`src/rtl/lmmi_initiator.sv`:
```
`default_nettype none
// ============================================================================
// Module      : lmmi_initiator
// Description : Turns one valid/ready command into one LMMI read or write
//               transaction and returns the result as a valid/ready response.
//               A bounded wait on each LMMI event ends in an error response.
// Revision    : 1.0 - initial release
// ============================================================================
module lmmi_initiator #(
    parameter int OFFSET_W = 4,
    parameter int DATA_W   = 8,
    parameter int TIMEOUT  = 255
) (
    input  logic                sync_clk_i,
    input  logic                sync_rst_i,
    input  logic                cmd_valid_i,
    output logic                cmd_ready_o,
    input  logic                cmd_write_i,
    input  logic [OFFSET_W-1:0] cmd_offset_i,
    input  logic [DATA_W-1:0]   cmd_wdata_i,
    output logic                rsp_valid_o,
    input  logic                rsp_ready_i,
    output logic [DATA_W-1:0]   rsp_rdata_o,
    output logic                rsp_err_o,
    output logic                lmmi_request_o,
    output logic                lmmi_wr_rdn_o,
    output logic [OFFSET_W-1:0] lmmi_offset_o,
    output logic [DATA_W-1:0]   lmmi_wdata_o,
    input  logic                lmmi_ready_i,
    input  logic [DATA_W-1:0]   lmmi_rdata_i,
    input  logic                lmmi_rdata_valid_i,
    output logic                busy_o
);

    localparam int CNT_W = (TIMEOUT > 0) ? $clog2(TIMEOUT + 1) : 1;
    localparam logic [CNT_W-1:0] C_CNT_LAST = CNT_W'((TIMEOUT > 0) ? TIMEOUT - 1 : 0);
    localparam logic             C_TO_EN    = (TIMEOUT > 0);

    localparam logic [1:0] C_IDLE   = 2'd0;
    localparam logic [1:0] C_REQ    = 2'd1;
    localparam logic [1:0] C_RDWAIT = 2'd2;
    localparam logic [1:0] C_RESP   = 2'd3;

    logic [1:0]          state_q,  state_d;
    logic                wr_q,     wr_d;
    logic [OFFSET_W-1:0] offset_q, offset_d;
    logic [DATA_W-1:0]   wdata_q,  wdata_d;
    logic [DATA_W-1:0]   rdata_q,  rdata_d;
    logic                err_q,    err_d;
    logic [CNT_W-1:0]    cnt_q,    cnt_d;
    logic                timeout_hit;

    always_ff @(posedge sync_clk_i) begin
        if (sync_rst_i) begin
            state_q  <= C_IDLE;
            wr_q     <= 1'b0;
            offset_q <= '0;
            wdata_q  <= '0;
            rdata_q  <= '0;
            err_q    <= 1'b0;
            cnt_q    <= '0;
        end else begin
            state_q  <= state_d;
            wr_q     <= wr_d;
            offset_q <= offset_d;
            wdata_q  <= wdata_d;
            rdata_q  <= rdata_d;
            err_q    <= err_d;
            cnt_q    <= cnt_d;
        end
    end

    // An arriving event always takes priority over an expiring wait.
    always_comb begin
        state_d     = state_q;
        wr_d        = wr_q;
        offset_d    = offset_q;
        wdata_d     = wdata_q;
        rdata_d     = rdata_q;
        err_d       = err_q;
        cnt_d       = cnt_q;
        timeout_hit = C_TO_EN && (cnt_q == C_CNT_LAST);
        case (state_q)
            C_IDLE: begin
                if (cmd_valid_i) begin
                    state_d  = C_REQ;
                    wr_d     = cmd_write_i;
                    offset_d = cmd_offset_i;
                    wdata_d  = cmd_wdata_i;
                    rdata_d  = '0;
                    err_d    = 1'b0;
                    cnt_d    = '0;
                end
            end
            C_REQ: begin
                if (lmmi_ready_i) begin
                    cnt_d = '0;
                    if (!wr_q && !lmmi_rdata_valid_i) begin
                        state_d = C_RDWAIT;
                    end else begin
                        state_d = C_RESP;
                        rdata_d = wr_q ? '0 : lmmi_rdata_i;
                    end
                end else if (timeout_hit) begin
                    state_d = C_RESP;
                    err_d   = 1'b1;
                    rdata_d = '0;
                end else begin
                    cnt_d = cnt_q + CNT_W'(1);
                end
            end
            C_RDWAIT: begin
                if (lmmi_rdata_valid_i) begin
                    state_d = C_RESP;
                    rdata_d = lmmi_rdata_i;
                end else if (timeout_hit) begin
                    state_d = C_RESP;
                    err_d   = 1'b1;
                    rdata_d = '0;
                end else begin
                    cnt_d = cnt_q + CNT_W'(1);
                end
            end
            C_RESP: begin
                if (rsp_ready_i) begin
                    state_d = C_IDLE;
                end
            end
            default: state_d = C_IDLE;
        endcase
    end

    always_comb begin
        cmd_ready_o    = (state_q == C_IDLE);
        busy_o         = (state_q != C_IDLE);
        lmmi_request_o = (state_q == C_REQ);
        rsp_valid_o    = (state_q == C_RESP);
        lmmi_wr_rdn_o  = wr_q;
        lmmi_offset_o  = offset_q;
        lmmi_wdata_o   = wdata_q;
        rsp_rdata_o    = rdata_q;
        rsp_err_o      = err_q;
    end

endmodule
`default_nettype wire

```
`config.mk`:
```
export PLATFORM = sky130hd
export DESIGN_NAME = lmmi_initiator
export DESIGN_NICKNAME = d
export VERILOG_FILES = /design/src/rtl/lmmi_initiator.sv
export SDC_FILE = /design/constraint.sdc
export NUM_CORES = 1
export LEC_CHECK = 0
export BUFFER_PORTS_ARGS = -buffer_cell sky130_fd_sc_hd__buf_4
export CAP_MARGIN = 25
export CORE_ASPECT_RATIO = 1.2
export CORE_MARGIN = 3
export CORE_UTILIZATION = 50
export CTS_BUF_LIST = sky130_fd_sc_hd__clkbuf_8
export CTS_CLUSTER_SIZE = 12
export DETAILED_ROUTE_END_ITERATION = 16
export GPL_TIMING_DRIVEN = 0
export PLACE_DENSITY_LB_ADDON = 0.15
export SLEW_MARGIN = 0
export SYNTH_ARGS = -nofsm -noshare
export SYNTH_HDL_FRONTEND = slang
export SYNTH_SLANG_ARGS = --single-unit
```
`constraint.sdc`:
```
create_clock -name sync_clk_i -period 2.3 [get_ports sync_clk_i]
set_input_delay 0.69 -clock sync_clk_i [delete_from_list [all_inputs] [get_ports sync_clk_i]]
set_output_delay 0.69 -clock sync_clk_i [all_outputs]
set_load 0.02 [all_outputs]
```
==> impl_table.tex, run 1 <==
\begin{tabular}{lr}
\hline
Metric & Value \\
\hline
\multicolumn{2}{l}{\textbf{Run status}} \\
Outcome & finished clean \\
\multicolumn{2}{l}{\textbf{STA}} \\
Sum of negative setup slack & 0 ns \\
Hold Worst Slack & 0.458 ns \\
Final setup violating endpoints & 0 \\
Post-Route Skew & 0.00720 ns \\
Share of the clock period used by the worst path & 0.890 \\
Hold Fails Final Rpt & 0 \\
Final Max Tran Viols & 0 \\
Setup WS post-layout & 0.254 ns \\
Setup repair after global routing missed its margin & false \\
Maximum clock frequency & 489 MHz \\
Clock period minus final worst setup slack & 2.05 ns \\
Max-slew headroom at the worst pin & 0.536 \\
Actual transition at the worst max-transition pin & 0.689 ns \\
\multicolumn{2}{l}{\textbf{Synthesis}} \\
Ranking of synthesized cells by instance count & 33 x nand2\_1, 32 x dfxtp\_1, 20 x a21oi\_1 \\
Average instance area after synthesis & 8.73 um2 \\
Top cell type's share of synthesized area & 0.445 \\
Synth Net Count & 198 \\
Netlist cell types & 39 \\
Most instantiated library cell after synthesis & nand2\_1 \\
Synthesized instance count & 165 \\
Cell area after synthesis & 0.00144 mm2 \\
FF+latch count, synth & 32 \\
Largest cells by area after synthesis & dfxtp\_1 44\%, nand2\_1 8.6\%, a21oi\_1 7.0\% \\
Sequential share of the synthesized area & 0.445 \\
Yosys warning count & 0 \\
Leading register cell type out of synthesis & dfxtp\_1 \\
Fraction of synthesis flops using an asynchronous set or reset pin & 0 \\
Library cell occupying the most area in the post-synthesis netlist & dfxtp\_1 \\
Post-synth EDFFs & 0 \\
\multicolumn{2}{l}{\textbf{Clocking}} \\
Maximum clock insertion buffer count & 2 \\
Insertion delay of the later-clocked pin in the worst-skew pair & 0.28 ns \\
CTS Root Buffer Type & clkbuf\_8 \\
Setup repair bufs after CTS & 0 \\
Clock tree from TritonCTS & built \\
Worst-path clk slew & 0.06 ns \\
Clock buffer count from CTS & 5 \\
Number of clock sinks & 32 \\
Cts repair resizes & 0 \\
Hold buffer count at CTS & 0 \\
Maximum level of the CTS H-tree & 2 \\
\multicolumn{2}{l}{\textbf{Global route}} \\
All-Layer GR Usage & 0.242 \\
Maximum number of pins on one net before global-route repair & 11 \\
Antenna violations before repair & 0 \\
Leftover overflow at the end of global routing & 0 \\
Via count of the first global-routing pass & 1400 \\
Wire length of the first global-routing pass & 6190 um \\
\multicolumn{2}{l}{\textbf{Setup path}} \\
Largest incremental delay on the critical path & 0.55 ns \\
Total number of cells along the worst setup path & 6 \\
Maximum net fanout on the critical path & 6 \\
Element type at the critical path end & register \\
Register-to-register setup slack & 0.25 ns \\
Critical path data required time & 2.47 ns \\
Reg2Reg Depth & 6 \\
Element type at the critical path start & register \\
Beginning of the worst register-to-register path & state\_q[1]\$\_SDFFE\_PP0P\_ \\
Kind of cell with the highest combined delay on the critical path & compound AO/OA/AOI/OAI gates \\
Worst-path cell chain & inv\_1, ha\_1, nor2b\_1, o21ai\_0, o31ai\_1, a32o\_1 \\
Worst-path cell with the longest stage delay & o21ai\_0 \\
Type of the setup path with the least slack & reg2reg \\
Crit Reg-Reg Endpoint & cnt\_q[0]\$\_SDFFE\_PP0P\_ \\
Number of buffers and inverters on the critical path & 1 \\
Worst EP arrival & 2.22 ns \\
\multicolumn{2}{l}{\textbf{Floorplanning}} \\
Height of the die & 64.8 um \\
Starting density of the core & 0.543 \\
Placeable core area & 0.00265 mm2 \\
Placement Rows & 20 \\
Horizontal die dimension & 55.0 um \\
I/O pin total & 53 \\
Die outline area & 0.00356 mm2 \\
\multicolumn{2}{l}{\textbf{Finish}} \\
Synthesis-to-layout area growth & 36.7\% \\
Layout Nets & 257 \\
Antenna diode instance count & 0 \\
Number of standard cells in the final layout excluding fillers & 257 \\
Filler Cells Inserted & 204 \\
Multi-input gate area & 753 um2 \\
Share of layout cells above drive strength 1 & 0.286 \\
Footprint of the flip-flops and latches & 641 um2 \\
\multicolumn{2}{l}{\textbf{Routing}} \\
Vias per cell & 5.66 \\
Vias after detailed routing & 1454 \\
Final routed wirelength across all metal layers & 3920 um \\
Average detailed-routed wire length per instance & 15.3 um \\
Antenna-violating nets left & 0 \\
Initial DRC count & 38 \\
DRC Markers & 0 \\
Detailed Routing Iterations Pass 1 & 4 \\
\multicolumn{2}{l}{\textbf{Pwr}} \\
Worst-case vdd ir drop & 696 uV \\
Leakage power figure & 0.828 nW \\
Power density of the placed cells & 794 mW/mm2 \\
Total power of the final layout & 1.56 mW \\
\multicolumn{2}{l}{\textbf{Placement}} \\
Number of cells in the design after placement & 250 \\
Pre-CTS WS & 0.358 ns \\
HPWL after DPL & 2910 um \\
Global placer's final weighted congestion & 0.860 \\
Number of I/O port buffers & 52 \\
\multicolumn{2}{l}{\textbf{Min path}} \\
Worst hold path startpoint & lmmi\_offset\_o[2]\$\_SDFFE\_PP0P\_ \\
Worst Hold Class & reg2reg \\
Worst hold path stage count & 2 \\
Worst Hold End & lmmi\_offset\_o[2]\$\_SDFFE\_PP0P\_ \\
\multicolumn{2}{l}{\textbf{Flow run}} \\
Count of maximum capacitance violations & 0 \\
\hline
\end{tabular}
## power by group
part / leakage (nW) / internal (mW) / switching [mW]
Clock: 0.0503 / 0.266 / 0.195
Sequential: 0.260 / 0.594 / 0.0275
Combinational: 0.518 / 0.196 / 0.284
## stage by stage
step / area [um2] / utilization
global placement: 1870 / 0.706
detailed placement: 1870 / 0.706
global route: 1970 / 0.742
finish: 1970 / 0.742
floorplan: 1440 / -
CTS: 1970 / 0.742
## cell families (layout without fill, tap and decap cells)
logic type	count (synthesis)	in the layout	synth area share
mux	1	1	0.00695
fa+ha+maj	6	6	0.0521
simple gates	59	59	0.203
flops	32	32	0.445
compound gates	55	55	0.261
buf+inv	12	71	0.0321
## final cells by class
class	instances	area share
timing repair buffer	52	0.198
tap	33	0.0210
inverter	7	0.0134
buffer	5	0.0102
clock buffer	7	0.0490
multi-input combinational	121	0.383
sequential	32	0.325
## routing by layer
metal,global-route usage,vias to the layer above,share of wire
li1,-,717,-
met1,0.271,677,0.39
met2,0.408,55,0.53
met3,0.0805,5,0.062
met4,0.0912,0,0.012
met5,0,-,0
## worst register-to-register path, cell delays in order (launching register included)
cell and delay (ns):
dfxtp_1 0.43, inv_1 0.10, ha_1 0.26, nor2b_1 0.17
o21ai_0 0.55, o31ai_1 0.15, a32o_1 0.28
## registers in the layout (all words and copies together), names as in the netlist
signal and flops:
state_q 2, lmmi_wdata_o 8, rsp_rdata_o 8, cnt_q 8, lmmi_wr_rdn_o 1, lmmi_offset_o 4, rsp_err_o 1
## worst max path at each step
| stage | end | from | slack [ns] |
|---|---|---|---|
| after floorplan | cnt_q[1]$_SDFFE_PP0P_ | state_q[1]$_SDFFE_PP0P_ | 0.48 |
| after global placement | cnt_q[0]$_SDFFE_PP0P_ | lmmi_rdata_valid_i | 0.38 |
| after detailed placement | cnt_q[0]$_SDFFE_PP0P_ | lmmi_rdata_valid_i | 0.36 |
| after CTS | busy_o | state_q[1]$_SDFFE_PP0P_ | 0.30 |
| after global routing | rsp_rdata_o[4]$_SDFFE_PP0P_ | cnt_q[0]$_SDFFE_PP0P_ | 0.13 |
| final | cnt_q[0]$_SDFFE_PP0P_ | state_q[1]$_SDFFE_PP0P_ | 0.25 |
## cells in the final DEF (no fill, tap or decap), types with 3 or more instances in the layout
cell / Yosys / final
buf_4: 0 / 52
nand2_1: 33 / 33
dfxtp_1: 32 / 32
a21oi_1: 20 / 20
a22o_1: 8 / 8
inv_1: 7 / 7
clkbuf_8: 0 / 7
nor2_1: 6 / 6
ha_1: 6 / 6
clkbuf_1: 4 / 4
o21ai_0: 4 / 4
a211oi_1: 4 / 4
a311oi_1: 3 / 3
a31oi_1: 3 / 3
(Power assumes the default switching activity.)
==> run 2: changes to the inputs <==
Settings changed: PLACE_DENSITY_LB_ADDON 0.15 to 0.3.
==> run 2 against run 1 <==
Worst hold slack hardly changed. Final area decreased by 0.13%. Clock power shrank 5.6%. Power down 2.2%. Maximum frequency increased by 1.1%. Largest power group unchanged. Highest routed layer unchanged.
==> impl_table.tex, run 2 (same netlist as run 1, synthesis figures left out) <==
\begin{tabular}{lr}
\hline
Metric & Value \\
\hline
\multicolumn{2}{l}{\textbf{Setup path}} \\
Reg2Reg Depth & 6 (unchanged) \\
Worst-path cell chain & inv\_1, ha\_1, nor2b\_1, o21ai\_0, o31ai\_1, a32o\_1 \\
Largest incremental delay on the critical path & 0.57 ns (+0.02 ns) \\
Critical path data required time & 2.47 ns (about the same) \\
Element type at the critical path end & register \\
Worst-path cell with the longest stage delay & o21ai\_0 \\
Type of the setup path with the least slack & reg2reg \\
Worst EP arrival & 2.19 ns (-0.03 ns) \\
Maximum net fanout on the critical path & 6 (unchanged) \\
Element type at the critical path start & register \\
\multicolumn{2}{l}{\textbf{STA}} \\
Clock period minus final worst setup slack & 2.02 ns (-0.0227 ns) \\
Share of the clock period used by the worst path & 0.880 (-0.00985) \\
Post-Route Skew & 0.00489 ns (-0.00231 ns) \\
Maximum clock frequency & 494 MHz (+1.1\%) \\
Final setup violating endpoints & 0 (unchanged) \\
Max-slew headroom at the worst pin & 0.521 (-0.0154) \\
Hold Fails Final Rpt & 0 (unchanged) \\
Sum of negative setup slack & 0 ns (unchanged) \\
Final Max Tran Viols & 0 (unchanged) \\
Actual transition at the worst max-transition pin & 0.712 ns (+0.0229 ns) \\
Setup repair after global routing missed its margin & false \\
\multicolumn{2}{l}{\textbf{Placement}} \\
Number of cells in the design after placement & 250 (unchanged) \\
HPWL after DPL & 2870 um (-1.4\%) \\
Area post-placement & 0.00187 mm2 (unchanged) \\
Global placer's final weighted congestion & 0.897 (+4.3\%) \\
Number of I/O port buffers & 52 (unchanged) \\
\multicolumn{2}{l}{\textbf{Clocking}} \\
Hold buffer count at CTS & 0 (unchanged) \\
Cts repair resizes & 0 (unchanged) \\
Number of clock sinks & 32 (unchanged) \\
Maximum clock insertion buffer count & 2 (unchanged) \\
Insertion delay of the later-clocked pin in the worst-skew pair & 0.28 ns (about the same) \\
Worst-path clk slew & 0.07 ns (about the same) \\
Maximum level of the CTS H-tree & 2 (unchanged) \\
Setup repair bufs after CTS & 0 (unchanged) \\
CTS Root Buffer Type & clkbuf\_8 \\
Clock tree from TritonCTS & built \\
Clock buffer count from CTS & 5 (unchanged) \\
\multicolumn{2}{l}{\textbf{Flow run}} \\
Count of maximum capacitance violations & 0 (unchanged) \\
\multicolumn{2}{l}{\textbf{Routing}} \\
Initial DRC count & 41 (+7.9\%) \\
Vias after detailed routing & 1452 (-0.14\%) \\
Vias per cell & 5.63 (-0.52\%) \\
Final routed wirelength across all metal layers & 3730 um (-4.8\%) \\
Average detailed-routed wire length per instance & 14.5 um (-5.2\%) \\
DRC Markers & 0 (unchanged) \\
Antenna-violating nets left & 0 (unchanged) \\
Detailed Routing Iterations Pass 1 & 4 (unchanged) \\
\multicolumn{2}{l}{\textbf{Min path}} \\
Worst Hold Class & reg2reg \\
Worst hold path stage count & 2 (unchanged) \\
\multicolumn{2}{l}{\textbf{Floorplanning}} \\
I/O pin total & 53 (unchanged) \\
Starting density of the core & 0.543 (unchanged) \\
Placeable core area & 0.00265 mm2 (unchanged) \\
Height of the die & 64.8 um (unchanged) \\
Horizontal die dimension & 55.0 um (unchanged) \\
Die outline area & 0.00356 mm2 (unchanged) \\
Placement Rows & 20 (unchanged) \\
\multicolumn{2}{l}{\textbf{Pwr}} \\
Leakage power figure & 0.826 nW (-0.21\%) \\
Worst-case vdd ir drop & 686 uV (-1.5\%) \\
Power density of the placed cells & 777 mW/mm2 (-2.1\%) \\
\multicolumn{2}{l}{\textbf{Finish}} \\
Post-route cell area & 0.00197 mm2 (-0.13\%) \\
Share of layout cells above drive strength 1 & 0.284 (-0.00127) \\
Synthesis-to-layout area growth & 36.5\% \\
Antenna diode instance count & 0 (unchanged) \\
Commonest cells after routing, fill and taps aside & 52 x buf\_4, 33 x nand2\_1, 32 x dfxtp\_1, 20 x a21oi\_1 \\
Layout Nets & 257 (unchanged) \\
Number of standard cells in the final layout excluding fillers & 258 (+0.39\%) \\
Commonest non-fill, non-tap cell in the layout & buf\_4 \\
Filler Cells Inserted & 216 (+5.9\%) \\
\multicolumn{2}{l}{\textbf{Global route}} \\
Leftover overflow at the end of global routing & 0 (unchanged) \\
Maximum number of pins on one net before global-route repair & 11 (unchanged) \\
Wire length of the first global-routing pass & 6310 um (+1.9\%) \\
Via count of the first global-routing pass & 1424 (+1.7\%) \\
Antenna violations before repair & 0 (unchanged) \\
All-Layer GR Usage & 0.243 (+0.00139) \\
\multicolumn{2}{l}{\textbf{Run status}} \\
Outcome & finished clean \\
\hline
\end{tabular}
==> run 2: path summary, 6_finish.rpt <==
check | startpoint | end | slack [ns]
setup / recovery | state_q[1]$_SDFFE_PP0P_ | cnt_q[0]$_SDFFE_PP0P_ | 0.28
hold / removal | lmmi_wdata_o[1]$_SDFFE_PP0P_ | lmmi_wdata_o[1]$_SDFFE_PP0P_ | 0.46
setup reg to reg | state_q[1]$_SDFFE_PP0P_ | cnt_q[0]$_SDFFE_PP0P_ | 0.28
hold reg to reg | lmmi_wdata_o[1]$_SDFFE_PP0P_ | lmmi_wdata_o[1]$_SDFFE_PP0P_ | 0.46
==> run 2: metrics by stage <==
stage / util / power, mW / setup WS (ns) / hold slack (ns)
5_1_grt: 0.741 / 1.63 / 0.0946 / 0.481
3_3_place_gp: 0.706 / 1.08 / 0.398 / 0.443
3_5_place_dp: 0.706 / 1.10 / 0.312 / 0.451
4_1_cts: 0.741 / 1.53 / 0.297 / 0.460
2_1_floorplan: - / 0.926 / 0.484 / 0.462
6_report: 0.741 / 1.53 / 0.276 / 0.458
==> run 2: final cells by class <==
class	count	area (um2)	share of cell area
multi-input cells	121	753	0.383
flip-flops and latches	32	641	0.326
repair buffers	52	390	0.199
clock buffers	6	82.6	0.0420
well taps	33	41.3	0.0210
inverters	7	26.3	0.0134
plain buffers	5	20.0	0.0102
clock inverters	2	11.3	0.00573
==> run 2: power by group <==
part | total, mW | internal (mW) | leakage (nW) | switching, mW
sequential | 0.622 | 0.594 | 0.260 | 0.0282
clock | 0.435 | 0.238 | 0.0486 | 0.197
combinational | 0.470 | 0.195 | 0.518 | 0.275
==> run 2: routing by layer <==
| layer | global-route usage | share of wire | up-vias |
|---|---|---|---|
| li1 | - | - | 722 |
| met1 | 0.278 | 0.39 | 672 |
| met2 | 0.416 | 0.53 | 52 |
| met3 | 0.0713 | 0.065 | 6 |
| met4 | 0.0821 | 0.014 | 0 |
| met5 | 0 | 0 | - |
==> run 2: critical path: cells and delay by family, from the launching register on <==
family | cells | cell delay (ns)
simple gates | 1 | 0.17
buf+inv | 1 | 0.10
fa+ha+maj | 1 | 0.26
flops | 1 | 0.42
compound gates | 3 | 0.96
==> run 3: changes to the inputs <==
Clock period 2.3 ns to 2.05 ns, I/O delays scaled along.
==> run 3 against run 2 <==
Routed wire length is 0.38% higher. Utilization increased by 0.47 points. Non-clock buffer count unchanged. Final area increased by 0.64%. Worst setup slack lost 0.14 ns. Largest cell class unchanged. Sequential cell count stayed put. Via count is 0.69% higher. First-iteration DRC count up 12%. Global-route usage did not move. Clock power up 12%. Sequential power grew 12%. Cell count stayed put.
==> impl_table.tex, run 3 (same netlist as run 1, synthesis figures left out) <==
\begin{tabular}{lr}
\hline
Metric & Value \\
\hline
\multicolumn{2}{l}{\textbf{Run status}} \\
Outcome & finished clean \\
\multicolumn{2}{l}{\textbf{Floorplanning}} \\
Placeable core area & 0.00265 mm2 (unchanged) \\
Die outline area & 0.00356 mm2 (unchanged) \\
Height of the die & 64.8 um (unchanged) \\
I/O pin total & 53 (unchanged) \\
Placement Rows & 20 (unchanged) \\
Starting density of the core & 0.543 (unchanged) \\
Horizontal die dimension & 55.0 um (unchanged) \\
\multicolumn{2}{l}{\textbf{Setup path}} \\
Largest incremental delay on the critical path & 0.43 ns (-0.14 ns) \\
Maximum net fanout on the critical path & 6 (unchanged) \\
Critical path data required time & 1.43 ns (-1.04 ns) \\
Type of the setup path with the least slack & reg2out \\
Worst-path cell chain & inv\_1, ha\_1, inv\_1, buf\_4 \\
Worst EP arrival & 1.30 ns (-0.89 ns) \\
Dominant cell type by count on the critical path & inv\_1 \\
Element type at the critical path start & register \\
Element type at the critical path end & output port \\
Worst-path cell with the longest stage delay & dfxtp\_1 \\
\multicolumn{2}{l}{\textbf{STA}} \\
Share of the clock period used by the worst path & 0.932 \\
Max-slew headroom at the worst pin & 0.679 (+0.158) \\
Sum of negative setup slack & 0 ns (unchanged) \\
Setup repair after global routing missed its margin & false \\
Final setup violating endpoints & 0 (unchanged) \\
Hold Fails Final Rpt & 0 (unchanged) \\
Clock period minus final worst setup slack & 1.91 ns \\
Post-Route Skew & 0.00420 ns (-0.000688 ns) \\
Actual transition at the worst max-transition pin & 0.482 ns (-0.230 ns) \\
Maximum clock frequency & 523 MHz \\
Final Max Tran Viols & 0 (unchanged) \\
\multicolumn{2}{l}{\textbf{Clocking}} \\
Clock tree from TritonCTS & built \\
Number of clock sinks & 32 (unchanged) \\
Insertion delay of the later-clocked pin in the worst-skew pair & 0.28 ns (about the same) \\
Maximum clock insertion buffer count & 2 (unchanged) \\
Maximum level of the CTS H-tree & 2 (unchanged) \\
Clock buffer count from CTS & 5 (unchanged) \\
Worst-path clk slew & 0.07 ns (about the same) \\
CTS Root Buffer Type & clkbuf\_8 \\
\multicolumn{2}{l}{\textbf{Placement}} \\
Area post-placement & 0.00187 mm2 (unchanged) \\
HPWL after DPL & 2870 um (unchanged) \\
Number of I/O port buffers & 52 (unchanged) \\
Global placer's final weighted congestion & 0.897 (unchanged) \\
\multicolumn{2}{l}{\textbf{Finish}} \\
Commonest cells after routing, fill and taps aside & 52 x buf\_4, 33 x nand2\_1, 32 x dfxtp\_1, 19 x a21oi\_1 \\
Layout Nets & 257 (unchanged) \\
Share of layout cells above drive strength 1 & 0.293 (+0.00889) \\
Antenna diode instance count & 0 (unchanged) \\
Commonest non-fill, non-tap cell in the layout & buf\_4 \\
Post-route cell area & 0.00198 mm2 (+0.64\%) \\
End-of-flow core utilization & 0.746 (+0.00472) \\
Synthesis-to-layout area growth & 37.4\% \\
\multicolumn{2}{l}{\textbf{Routing}} \\
Antenna-violating nets left & 0 (unchanged) \\
Vias per cell & 5.67 (+0.69\%) \\
Vias after detailed routing & 1462 (+0.69\%) \\
Initial DRC count & 46 (+12\%) \\
Final routed wirelength across all metal layers & 3750 um (+0.38\%) \\
Average detailed-routed wire length per instance & 14.5 um (+0.38\%) \\
DRC Markers & 0 (unchanged) \\
Detailed Routing Iterations Pass 1 & 4 (unchanged) \\
\multicolumn{2}{l}{\textbf{Pwr}} \\
Combinational share of power & 0.312 (+0.004) \\
Power density of the placed cells & 872 mW/mm2 (+12\%) \\
Total power of the final layout & 1.72 mW (+13\%) \\
Share of total power consumed by net switching & 0.329 (+0.00180) \\
Leakage power figure & 0.828 nW (+0.20\%) \\
Internal Pwr Total & 1.16 mW (+13\%) \\
Worst-case vdd ir drop & 772 uV (+13\%) \\
Part of the total power dissipated in sequential elements & 0.405 (-0.002) \\
Net switching power figure & 567 uW (+14\%) \\
Clock share of power & 0.284 (about the same) \\
\multicolumn{2}{l}{\textbf{Global route}} \\
Antenna violations before repair & 0 (unchanged) \\
Leftover overflow at the end of global routing & 0 (unchanged) \\
Via count of the first global-routing pass & 1424 (unchanged) \\
Maximum number of pins on one net before global-route repair & 11 (unchanged) \\
All-Layer GR Usage & 0.243 (unchanged) \\
Wire length of the first global-routing pass & 6310 um (unchanged) \\
\multicolumn{2}{l}{\textbf{Flow run}} \\
Count of maximum capacitance violations & 0 (unchanged) \\
\multicolumn{2}{l}{\textbf{Min path}} \\
Worst Hold Class & reg2reg \\
\hline
\end{tabular}
-- run 3: changes by cell type in the layout (fill, tap and decap cells not counted) --
cell / before / now
a21oi_2: 0 / 1
a311oi_1: 3 / 2
o21ai_0: 4 / 3
a311oi_2: 0 / 1
clkbuf_4: 0 / 1
buf_2: 1 / 0
a21oi_1: 20 / 19
o21ai_1: 0 / 1
-- run 3: metrics by stage --
| stage | hold WS [ns] | instances | setup WS, ns |
|---|---|---|---|
| 4_1_cts | 0.460 | 258 | 0.0466 |
| 3_3_place_gp | 0.443 | 250 | 0.148 |
| 5_1_grt | 0.481 | 258 | 0.0388 |
| 6_report | 0.458 | 258 | 0.140 |
| 3_5_place_dp | 0.451 | 250 | 0.0620 |
| 2_1_floorplan | 0.462 | 165 | 0.234 |
-- run 3: final cells by class --
| cell class | instances | area (um2) |
|---|---|---|
| Multi-Input combinational cell | 121 | 763 |
| Fill cell | 214 | 674 |
| Sequential cell | 32 | 641 |
| Timing Repair Buffer | 52 | 390 |
| Clock buffer | 6 | 82.6 |
| Tap cell | 33 | 41.3 |
| Inverter | 7 | 26.3 |
| Buffer | 5 | 22.5 |
| Clock inverter | 2 | 11.3 |
-- run 3: repair_timing --
action	4_1_cts	5_1_grt
hold buffers	0	0
buffers inserted	0	0
gates resized for setup	0	4
endpoints found under the setup margin	0	17
-- run 3: final timing paths --
check / end / cells after the start / startpoint / slack [ns]
hold reg to reg: lmmi_wdata_o[1]$_SDFFE_PP0P_ / 2 / lmmi_wdata_o[1]$_SDFFE_PP0P_ / 0.46
hold / removal: lmmi_wdata_o[1]$_SDFFE_PP0P_ / 2 / lmmi_wdata_o[1]$_SDFFE_PP0P_ / 0.46
setup / recovery: busy_o / 4 / state_q[1]$_SDFFE_PP0P_ / 0.14
setup reg to reg: state_q[0]$_SDFFE_PP0P_ / 6 / cnt_q[0]$_SDFFE_PP0P_ / 0.15
-- run 3: per-layer routing --
metal | part of all wire | vias to the layer above | track usage
met5 | 0 | - | 0
met4 | 0.014 | 0 | 0.0821
li1 | - | 721 | -
met1 | 0.39 | 682 | 0.278
met3 | 0.064 | 6 | 0.0713
met2 | 0.53 | 53 | 0.416
-- run 3: worst max-delay path, delay by kind of cell (launching register included) --
family,cells,cell delay [ns]
buffers and inverters,3,0.35
DFF,1,0.43
adders and majority gates,1,0.24
-- run 3: power by group through the flow --
| stage | Combinational, mW | Clock [mW] | Sequential [mW] |
|---|---|---|---|
| floorplan | 0.292 | 0 | 0.747 |
| global placement | 0.509 | 0 | 0.707 |
| detailed placement | 0.523 | 0 | 0.711 |
| CTS | 0.527 | 0.498 | 0.697 |
| global route | 0.595 | 0.541 | 0.703 |
| finish | 0.537 | 0.489 | 0.698 |
